<file path="src/rtl/and4_sweep_ctrl.sv">
// and4_sweep_ctrl: self-test sequencer for a 4-input AND gate.
// Drives all 16 input vectors in ascending order. After each vector has been
// driven for a settle time, the sequencer samples the gate output and compares
// it with a&b&c&d. It reports pass/fail, the mismatch count and the first
// failing vector.
module and4_sweep_ctrl #(
   parameter int SETTLE_CYCLES = 2,
   parameter int CNT_W         = 4
) (
   input  logic       clk,
   input  logic       rst_n,
   input  logic       start,
   input  logic       abort,
   input  logic       f_in,
   output logic       a,
   output logic       b,
   output logic       c,
   output logic       d,
   output logic [3:0] vec_idx,
   output logic       busy,
   output logic       done,
   output logic       pass,
   output logic [4:0] mismatch_cnt,
   output logic [3:0] first_fail_idx,
   output logic       first_fail_vld
);

   typedef enum logic [2:0] {
      IDLE   = 3'd0,
      DRIVE  = 3'd1,
      SETTLE = 3'd2,
      SAMPLE = 3'd3,
      DONE   = 3'd4
   } state_t;

   // Last settle count value before moving to SAMPLE (unused when no settle time)
   localparam logic [CNT_W-1:0] SETTLE_LAST =
      (SETTLE_CYCLES > 0) ? CNT_W'(SETTLE_CYCLES - 1) : '0;
   localparam logic [CNT_W-1:0] CNT_ONE = CNT_W'(1);

   state_t           state;
   logic [CNT_W-1:0] settle_cnt;

   logic       expected;
   logic       miss;
   logic [4:0] cnt_next;

   // The gate inputs are the vector index bits. vec_idx is held at 0 in IDLE
   // and at 15 in DONE, so a..d follow from the same register.
   assign a = vec_idx[3];
   assign b = vec_idx[2];
   assign c = vec_idx[1];
   assign d = vec_idx[0];

   // Compare result and the saturating mismatch count used in SAMPLE
   always_comb begin
      expected = (vec_idx == 4'hF);
      miss     = (f_in != expected);
      cnt_next = mismatch_cnt;
      if (miss && (mismatch_cnt != 5'd16)) begin
         cnt_next = mismatch_cnt + 5'd1;
      end
   end

   // Sweep sequencer. All outputs are registered here.
   always_ff @(posedge clk or negedge rst_n) begin
      if (!rst_n) begin
         state          <= IDLE;
         settle_cnt     <= '0;
         vec_idx        <= 4'd0;
         busy           <= 1'b0;
         done           <= 1'b0;
         pass           <= 1'b0;
         mismatch_cnt   <= 5'd0;
         first_fail_idx <= 4'd0;
         first_fail_vld <= 1'b0;
      end else begin
         case (state)
            IDLE, DONE: begin
               if (start) begin
                  vec_idx        <= 4'd0;
                  mismatch_cnt   <= 5'd0;
                  first_fail_vld <= 1'b0;
                  first_fail_idx <= 4'd0;
                  done           <= 1'b0;
                  pass           <= 1'b0;
                  busy           <= 1'b1;
                  state          <= DRIVE;
               end
            end
            DRIVE: begin
               if (abort) begin
                  state   <= IDLE;
                  vec_idx <= 4'd0;
                  busy    <= 1'b0;
                  done    <= 1'b0;
                  pass    <= 1'b0;
               end else begin
                  settle_cnt <= '0;
                  state      <= (SETTLE_CYCLES > 0) ? SETTLE : SAMPLE;
               end
            end
            SETTLE: begin
               if (abort) begin
                  state   <= IDLE;
                  vec_idx <= 4'd0;
                  busy    <= 1'b0;
                  done    <= 1'b0;
                  pass    <= 1'b0;
               end else begin
                  settle_cnt <= settle_cnt + CNT_ONE;
                  if (settle_cnt == SETTLE_LAST) begin
                     state <= SAMPLE;
                  end
               end
            end
            SAMPLE: begin
               if (abort) begin
                  // abort takes priority: this vector's compare is discarded
                  state   <= IDLE;
                  vec_idx <= 4'd0;
                  busy    <= 1'b0;
                  done    <= 1'b0;
                  pass    <= 1'b0;
               end else begin
                  mismatch_cnt <= cnt_next;
                  if (miss && !first_fail_vld) begin
                     first_fail_idx <= vec_idx;
                     first_fail_vld <= 1'b1;
                  end
                  if (vec_idx == 4'hF) begin
                     state <= DONE;
                     done  <= 1'b1;
                     pass  <= (cnt_next == 5'd0);
                     busy  <= 1'b0;
                  end else begin
                     vec_idx <= vec_idx + 4'd1;
                     state   <= DRIVE;
                  end
               end
            end
            default: begin
               state   <= IDLE;
               vec_idx <= 4'd0;
               busy    <= 1'b0;
               done    <= 1'b0;
               pass    <= 1'b0;
            end
         endcase
      end
   end

endmodule

</file>
<file path="config.mk">
export PLATFORM = sky130hd
export DESIGN_NAME = and4_sweep_ctrl
export DESIGN_NICKNAME = d
export VERILOG_FILES = /design/src/rtl/and4_sweep_ctrl.sv
export SDC_FILE = /design/constraint.sdc
export NUM_CORES = 1
export LEC_CHECK = 0
export CAP_MARGIN = 20
export CORE_MARGIN = 2
export CORE_UTILIZATION = 46
export DETAILED_ROUTE_END_ITERATION = 16
export PLACE_DENSITY = 0.72
export RECOVER_POWER = 100
export SLEW_MARGIN = 30
export SYNTH_ARGS = -nofsm -noshare
export SYNTH_HDL_FRONTEND = slang
export SYNTH_SLANG_ARGS = --single-unit
export TNS_END_PERCENT = 1
</file>
<file path="constraint.sdc">
create_clock -name clk -period 1.7 [get_ports clk]
set_clock_uncertainty 0.05 [all_clocks]
set_input_delay 0.34 -clock clk [delete_from_list [all_inputs] [get_ports clk]]
set_output_delay 0.34 -clock clk [all_outputs]
set_load 0.01 [all_outputs]
</file>
==> flow_metrics.env, run 1 <==
export IMPL_grt_pass1_wl_um=5423
export IMPL_numCtsBuffers=3
export IMPL_synth_avg_cell_area_um2=8.852
export IMPL_peakVddDrop_uv=744.8
export IMPL_drc_errors=0
export IMPL_wl_per_cell_um=14.40
export IMPL_hold_violations=0
export IMPL_synth_area_um2=1416
export IMPL_synth_seq_area_share_pct=42.40
export IMPL_num_vias=1326
export IMPL_clkLatencyLatePin_ns=0.31
export IMPL_worst_pin_slew_ns=0.6004
export IMPL_drive_above_1_share_pct=18.81
export IMPL_avgViaCountPerCell=5.643
export IMPL_fin_crit_ns=1.732
export IMPL_power_leakage_nw=0.8663
export IMPL_rrSetupSlack_ns=-0.03
export IMPL_hold_end="first_fail_idx[1]$_DFFE_PN0P_"
export IMPL_h_tree_depth=1
export IMPL_r2r_end="vec_idx[3]$_DFFE_PN0P_"
export IMPL_cts_sinks=24
export IMPL_min_path_type="reg -> reg"
export IMPL_design_die_area_um2=3539
export IMPL_critical_path_required_ns=1.86
export IMPL_power_density_nw_per_um2=993.4
export IMPL_maxSlewViolCount=0
export IMPL_firstDrtPassIters=4
export IMPL_hold_buffers=0
export IMPL_start_util_pct=47.56
export IMPL_power_frac_clock_pct=13.6
export IMPL_clk_pin_slew_ns=0.13
export IMPL_grt_pass1_vias=1229
export IMPL_fin_ws_ns=-0.03195
export IMPL_num_io_pins=26
export IMPL_syn2layout_area_growth_pct=30.83
export IMPL_rsz0062_at_grt="yes"
export IMPL_hold_start="first_fail_idx[1]$_DFFE_PN0P_"
export IMPL_startpoint_type="flop"
export IMPL_cap_violations=0
export IMPL_drtAntennaViolNets=0
export IMPL_reg2regPathDepth=6
export IMPL_power_frac_comb_pct=43.4
export IMPL_track_usage_pct=20.33
export IMPL_die_width_um=59.49
export IMPL_synth_seq_cells=24
export IMPL_hpwl_um=2502
export IMPL_maxClockFrequency_mhz=577.4
export IMPL_grt_overflow=0
export IMPL_antenna_found_initial=0
export IMPL_hold_depth=2
export IMPL_cts_tree="yes"
export IMPL_clockBufferDepth=2
export IMPL_synth_cell_type_count=42
export IMPL_holdWs_ns=0.4794
export IMPL_root_buffer="clkbuf_4"
export IMPL_wl_um=3384
export IMPL_grt_max_degree=25
export IMPL_status="complete, but fails checks"
export IMPL_port_buffers=25
export IMPL_sequentialPowerShare_pct=43.0
export IMPL_die_h_um=59.49
export IMPL_drt_iter0_drc=87
export IMPL_failed_checks="setup timing"
export IMPL_intPower_mw=1.131
export IMPL_critPathCaptureType="flop"
export IMPL_nets=214
export IMPL_async_flop_share_pct=100.0
export IMPL_crit_type="reg -> reg"
export IMPL_cp_max_fo=3
export IMPL_core_um2=2978
export IMPL_synth_edff_count=0
export IMPL_swShare_pct=38.57
export IMPL_syn_inst=160
export IMPL_dpl_worst_slack_ns=-0.3173
export IMPL_cp_arrival_ns=1.89
export IMPL_synthFlopType="dfrtp_1"
export IMPL_setup_viol=1
export IMPL_yosysWarnings=0
export IMPL_finalCritPeriodShare_pct=101.9
export IMPL_insertedDiodeCount=0
export IMPL_regToRegStartpoint="vec_idx[0]$_DFFE_PN0P_"
export IMPL_switchingPower_mw=0.7099
export IMPL_synth_fp_nets=170
export IMPL_place_gp_congestion=0.9478
export IMPL_rows=20
export IMPL_slew_headroom_pct=59.97
## state kept, by name, indices dropped and copies added (netlist names)
register        count
busy                1
done                1
first_fail_idx      4
first_fail_vld      1
mismatch_cnt        5
pass                1
settle_cnt          4
state               3
vec_idx             4
## placed cells by master (no fill, tap or decap), types with 3 or more instances in the layout
| master | n |
|---|---|
| nand2_1 | 22 |
| buf_4 | 22 |
| o21ai_0 | 21 |
| dfrtp_1 | 20 |
| nor2_1 | 12 |
| a21oi_1 | 10 |
| dlygate4sd2_1 | 10 |
| clkdlybuf4s50_1 | 9 |
| inv_1 | 7 |
| nor3_1 | 7 |
| nand3_1 | 4 |
| ha_1 | 4 |
| dfrtp_2 | 4 |
| a21o_1 | 3 |
| xnor2_1 | 3 |
| clkbuf_4 | 3 |
| clkdlybuf4s25_1 | 3 |
## logic make-up after synthesis
family	Yosys count	synth area share (%)
adder cells (fa/ha/maj)	5	4.417
AND/OR/NAND/NOR	61	21.20
AO/OA/AOI/OAI	46	20.32
flip-flops	24	42.40
multiplexers	1	0.7067
buffers and inverters	17	6.714
XOR/XNOR	6	4.241
## cell usage after synthesis (2+ instances only)
master,number,area (µm²)
inv_1,7,26.28
o21ai_0,22,110.1
nor2_1,12,45.04
nand3_1,5,25.02
ha_1,5,62.56
nand3b_1,2,15.01
nand2_1,22,82.58
xor2_1,2,17.52
a21o_1,3,22.52
buf_6,2,22.52
buf_4,4,30.03
xnor2_1,3,26.28
nand4_1,2,12.51
nor3_1,7,35.03
clkbuf_1,3,11.26
a21oi_1,10,50.05
dfrtp_1,24,600.6
## per-stage QoR
step | setup TNS, ns | total power, mW | instance area, µm² | util [%] | instances
5_1_grt | -0.1904 | 1.978 | 1853 | 62.23 | 235
3_3_place_gp | -2.115 | 1.527 | 1789 | 60.08 | 228
2_1_floorplan | 0 | 1.287 | 1416 | - | 160
3_5_place_dp | -2.516 | 1.566 | 1789 | 60.08 | 228
4_1_cts | -0.3469 | 1.792 | 1804 | 60.59 | 231
6_report | -0.03195 | 1.841 | 1853 | 62.23 | 235
## critical path, stage by stage, from the launching register on
cell      delay (ns)
dfrtp_1         0.40
ha_2            0.21
and3_4          0.22
o311ai_4        0.30
nand4_1         0.17
xor2_1          0.21
nor2_1          0.07
## worst max-delay path by stage
stage,cells after the start,endpoint,start,slack (ns)
floorplan,5,first_fail_idx[0]$_DFFE_PN0P_,vec_idx[1]$_DFFE_PN0P_,0.01
global placement,6,vec_idx[3]$_DFFE_PN0P_,start,-0.22
detailed placement,6,vec_idx[3]$_DFFE_PN0P_,start,-0.32
CTS,6,mismatch_cnt[2]$_DFFE_PN0P_,vec_idx[1]$_DFFE_PN0P_,-0.07
global route,6,vec_idx[3]$_DFFE_PN0P_,vec_idx[1]$_DFFE_PN0P_,-0.07
finish,6,vec_idx[3]$_DFFE_PN0P_,vec_idx[0]$_DFFE_PN0P_,-0.03
## power groups by stage
stage	logic (mW)	clock network (mW)	registers [mW]
floorplan	0.506	0	0.781
global placement	0.737	0	0.791
detailed placement	0.772	0	0.794
CTS	0.754	0.251	0.787
global route	0.891	0.279	0.808
finish	0.800	0.250	0.791
## what timing repair did
| item | 4_1_cts | 5_1_grt |
|---|---|---|
| resized for setup | 14 | 10 |
| pin swaps | 0 | 4 |
| endpoints found under the setup margin | 22 | 18 |
| buffers inserted | 0 | 4 |
## layout make-up
class                      instances  area (µm²)
clock buffer                       3       22.52
fill                             261        1125
inverter                           7       26.28
multi-input combinational        119       743.2
sequential                        24       605.6
tap                               33       41.29
timing repair buffer              49       414.1
## per-layer routing
metal | up-vias | routed length, µm | part of all wire, % | GRT usage, %
met5 | - | 0 | 0 | 0
met4 | 0 | 19 | 0.56 | 6.349
met3 | 2 | 163 | 4.8 | 2.838
met2 | 51 | 1683 | 50 | 34.69
met1 | 627 | 1519 | 45 | 26.63
li1 | 646 | - | - | -
Note: power is estimated with default switching activity, not from simulation.
==> run 2, diff against run 1 <==
--- a/config.mk
+++ b/config.mk
@@ -10,7 +10,7 @@
 export CORE_UTILIZATION = 46
 export DETAILED_ROUTE_END_ITERATION = 16
 export PLACE_DENSITY = 0.72
-export RECOVER_POWER = 100
+export RECOVER_POWER = 25
 export SLEW_MARGIN = 30
 export SYNTH_ARGS = -nofsm -noshare
 export SYNTH_HDL_FRONTEND = slang
==> run 2 against run 1 <==
The run still ends with setup timing left. Combinational power is essentially flat. Sequential cell count unchanged. Final area up 0.61%. Global-route usage unchanged. Critical path depth unchanged. Worst hold slack about the same. Power hardly changed. Clock-buffer cell count is the same. Sequential power hardly changed. Utilization up 0.38 points. Setup slack about the same. First-iteration DRC count is 4.6% lower. Critical endpoint unchanged.
==> flow_metrics.env, run 2 (synthesized netlist as in run 1, its figures left out) <==
export IMPL_status="complete, but fails checks"
export IMPL_failed_checks="setup timing"
export IMPL_min_path_type="reg -> reg"
export IMPL_nets=214
export IMPL_critical_path_required_ns=1.86
export IMPL_drc_errors=0
export IMPL_cp_arrival_ns=1.89
export IMPL_sequentialPowerShare_pct=42.9
export IMPL_insertedDiodeCount=0
export IMPL_place_gp_congestion=0.9478
export IMPL_wl_per_cell_um=14.42
export IMPL_path_delay_family="simple AND/OR/NAND/NOR gates"
export IMPL_num_vias=1325
export IMPL_hold_depth=2
export IMPL_fill_cells=257
export IMPL_die_width_um=59.49
export IMPL_power_mw=1.843
export IMPL_rows=20
export IMPL_num_io_pins=26
export IMPL_power_frac_clock_pct=13.6
export IMPL_intPower_mw=1.133
export IMPL_rrSetupSlack_ns=-0.03
export IMPL_h_tree_depth=1
export IMPL_drive_above_1_share_pct=19.31
export IMPL_crit_type="reg -> reg"
export IMPL_wl_um=3389
export IMPL_drtAntennaViolNets=0
export IMPL_max_stage_delay_ns=0.40
export IMPL_firstDrtPassIters=4
export IMPL_grt_overflow=0
export IMPL_critPathCaptureType="flop"
export IMPL_switchingPower_mw=0.7097
export IMPL_cp_num_buf_inv=0
export IMPL_startpoint_type="flop"
export IMPL_largest_register_ffs=5
export IMPL_rsz0062_at_grt="yes"
export IMPL_hpwl_um=2502
export IMPL_cp_cell_sequence="ha_2, and3_4, o311ai_4, nand4_1, xor2_1, nor2_1"
export IMPL_design_die_area_um2=3539
export IMPL_power_leakage_nw=0.9269
export IMPL_cts_tree="yes"
export IMPL_dpl_worst_slack_ns=-0.3173
export IMPL_numCtsBuffers=3
export IMPL_worst_pin_slew_ns=0.6002
export IMPL_reg2regPathDepth=6
export IMPL_start_util_pct=47.56
export IMPL_grt_pass1_wl_um=5423
export IMPL_fin_ws_ns=-0.03200
export IMPL_syn2layout_area_growth_pct=31.63
export IMPL_setup_viol=1
export IMPL_maxClockFrequency_mhz=577.4
export IMPL_fin_crit_ns=1.732
export IMPL_antenna_found_initial=0
export IMPL_clk_pin_slew_ns=0.13
export IMPL_root_buffer="clkbuf_4"
export IMPL_clockBufferDepth=2
export IMPL_port_buffers=25
export IMPL_stdcell_count=235
export IMPL_largest_register="mismatch_cnt"
export IMPL_swShare_pct=38.52
export IMPL_cpMaxStageDelayCell="dfrtp_1"
export IMPL_final_cell_mix="buf_4, nand2_1, o21ai_0, dfrtp_1, nor2_1"
export IMPL_final_common_cell="buf_4"
export IMPL_drt_iter0_drc=83
export IMPL_track_usage_pct=20.33
export IMPL_power_frac_comb_pct=43.5
export IMPL_placed_cell_area_um2=1789
export IMPL_peakVddDrop_uv=743.8
export IMPL_avgViaCountPerCell=5.638
export IMPL_path_depth=6
export IMPL_grt_pass1_vias=1229
export IMPL_finalCritPeriodShare_pct=101.9
export IMPL_finalInstanceArea_um2=1864
export IMPL_tns_ns=-0.03200
export IMPL_power_density_nw_per_um2=988.3
export IMPL_core_um2=2978
export IMPL_grt_max_degree=25
export IMPL_maxSlewViolCount=0
export IMPL_hold_violations=0
export IMPL_place_inst=228
export IMPL_die_h_um=59.49
export IMPL_hold_buffers=0
export IMPL_cts_sinks=24
export IMPL_slew_headroom_pct=59.99
export IMPL_cap_violations=0
export IMPL_clkLatencyLatePin_ns=0.31
export IMPL_cp_max_fo=3
run 2: changes by cell type in the layout (fill, tap and decap cells not counted):
| cell | previous run | this run |
|---|---|---|
| clkdlybuf4s50_1 | 9 | 10 |
| clkdlybuf4s25_1 | 3 | 0 |
| buf_4 | 22 | 23 |
| dlymetal6s2s_1 | 1 | 4 |
| dlygate4sd3_1 | 2 | 1 |
| clkbuf_1 | 1 | 0 |
run 2: cell type report:
type,count,area [µm²],area share [%]
Clock buffer,3,22.52,1.208
Inverter,7,26.28,1.409
Multi-Input combinational cell,119,743.2,39.87
Sequential cell,24,605.6,32.48
Tap cell,33,41.29,2.215
Timing Repair Buffer,49,425.4,22.82
run 2: worst paths after layout:
check | start | endpoint
worst max-delay path | vec_idx[0]$_DFFE_PN0P_ | vec_idx[3]$_DFFE_PN0P_
worst min-delay path | first_fail_idx[1]$_DFFE_PN0P_ | first_fail_idx[1]$_DFFE_PN0P_
worst max register to register | vec_idx[0]$_DFFE_PN0P_ | vec_idx[3]$_DFFE_PN0P_
worst min register to register | first_fail_idx[1]$_DFFE_PN0P_ | first_fail_idx[1]$_DFFE_PN0P_
max in group asynchronous | rst_n | mismatch_cnt[3]$_DFFE_PN0P_
min in group asynchronous | rst_n | first_fail_idx[2]$_DFFE_PN0P_
run 2: what timing repair did:
| item | in CTS | in global routing |
|---|---|---|
| setup endpoints to repair | 22 | 18 |
| pin swaps | 0 | 4 |
| gates resized for setup | 14 | 10 |
| buffers inserted | 0 | 4 |
run 2: metrics by stage:
stage | hold WS (ns) | utilization, %
2_1_floorplan | -0.005591 | -
3_3_place_gp | 0.4619 | 60.08
3_5_place_dp | 0.4699 | 60.08
4_1_cts | 0.3273 | 60.59
5_1_grt | 0.5192 | 62.61
6_report | 0.4794 | 62.61
run 2: worst register-to-register path, delay by kind of cell (launching register included):
family,cells,cell delay [ns]
DFF,1,0.40
AOI/OAI and AO/OA,1,0.30
and+or+nand+nor,3,0.46
adders and majority gates,1,0.21
xor gates and xnor gates,1,0.21
run 2: metal layers:
layer / part of all wire, % / track usage (%) / routed length [µm]
met1: 46 / 26.63 / 1551
met2: 50 / 34.69 / 1683
met5: 0 / 0 / 0
met3: 4.0 / 2.838 / 134
met4: 0.56 / 6.349 / 19
run 2: power groups by stage:
stage / sequential [mW] / clock, mW / combinational, mW
after floorplan: 0.781 / 0 / 0.506
after global routing: 0.807 / 0.279 / 0.894
final: 0.791 / 0.250 / 0.802
after global placement: 0.791 / 0 / 0.737
after detailed placement: 0.794 / 0 / 0.772
after CTS: 0.787 / 0.251 / 0.754
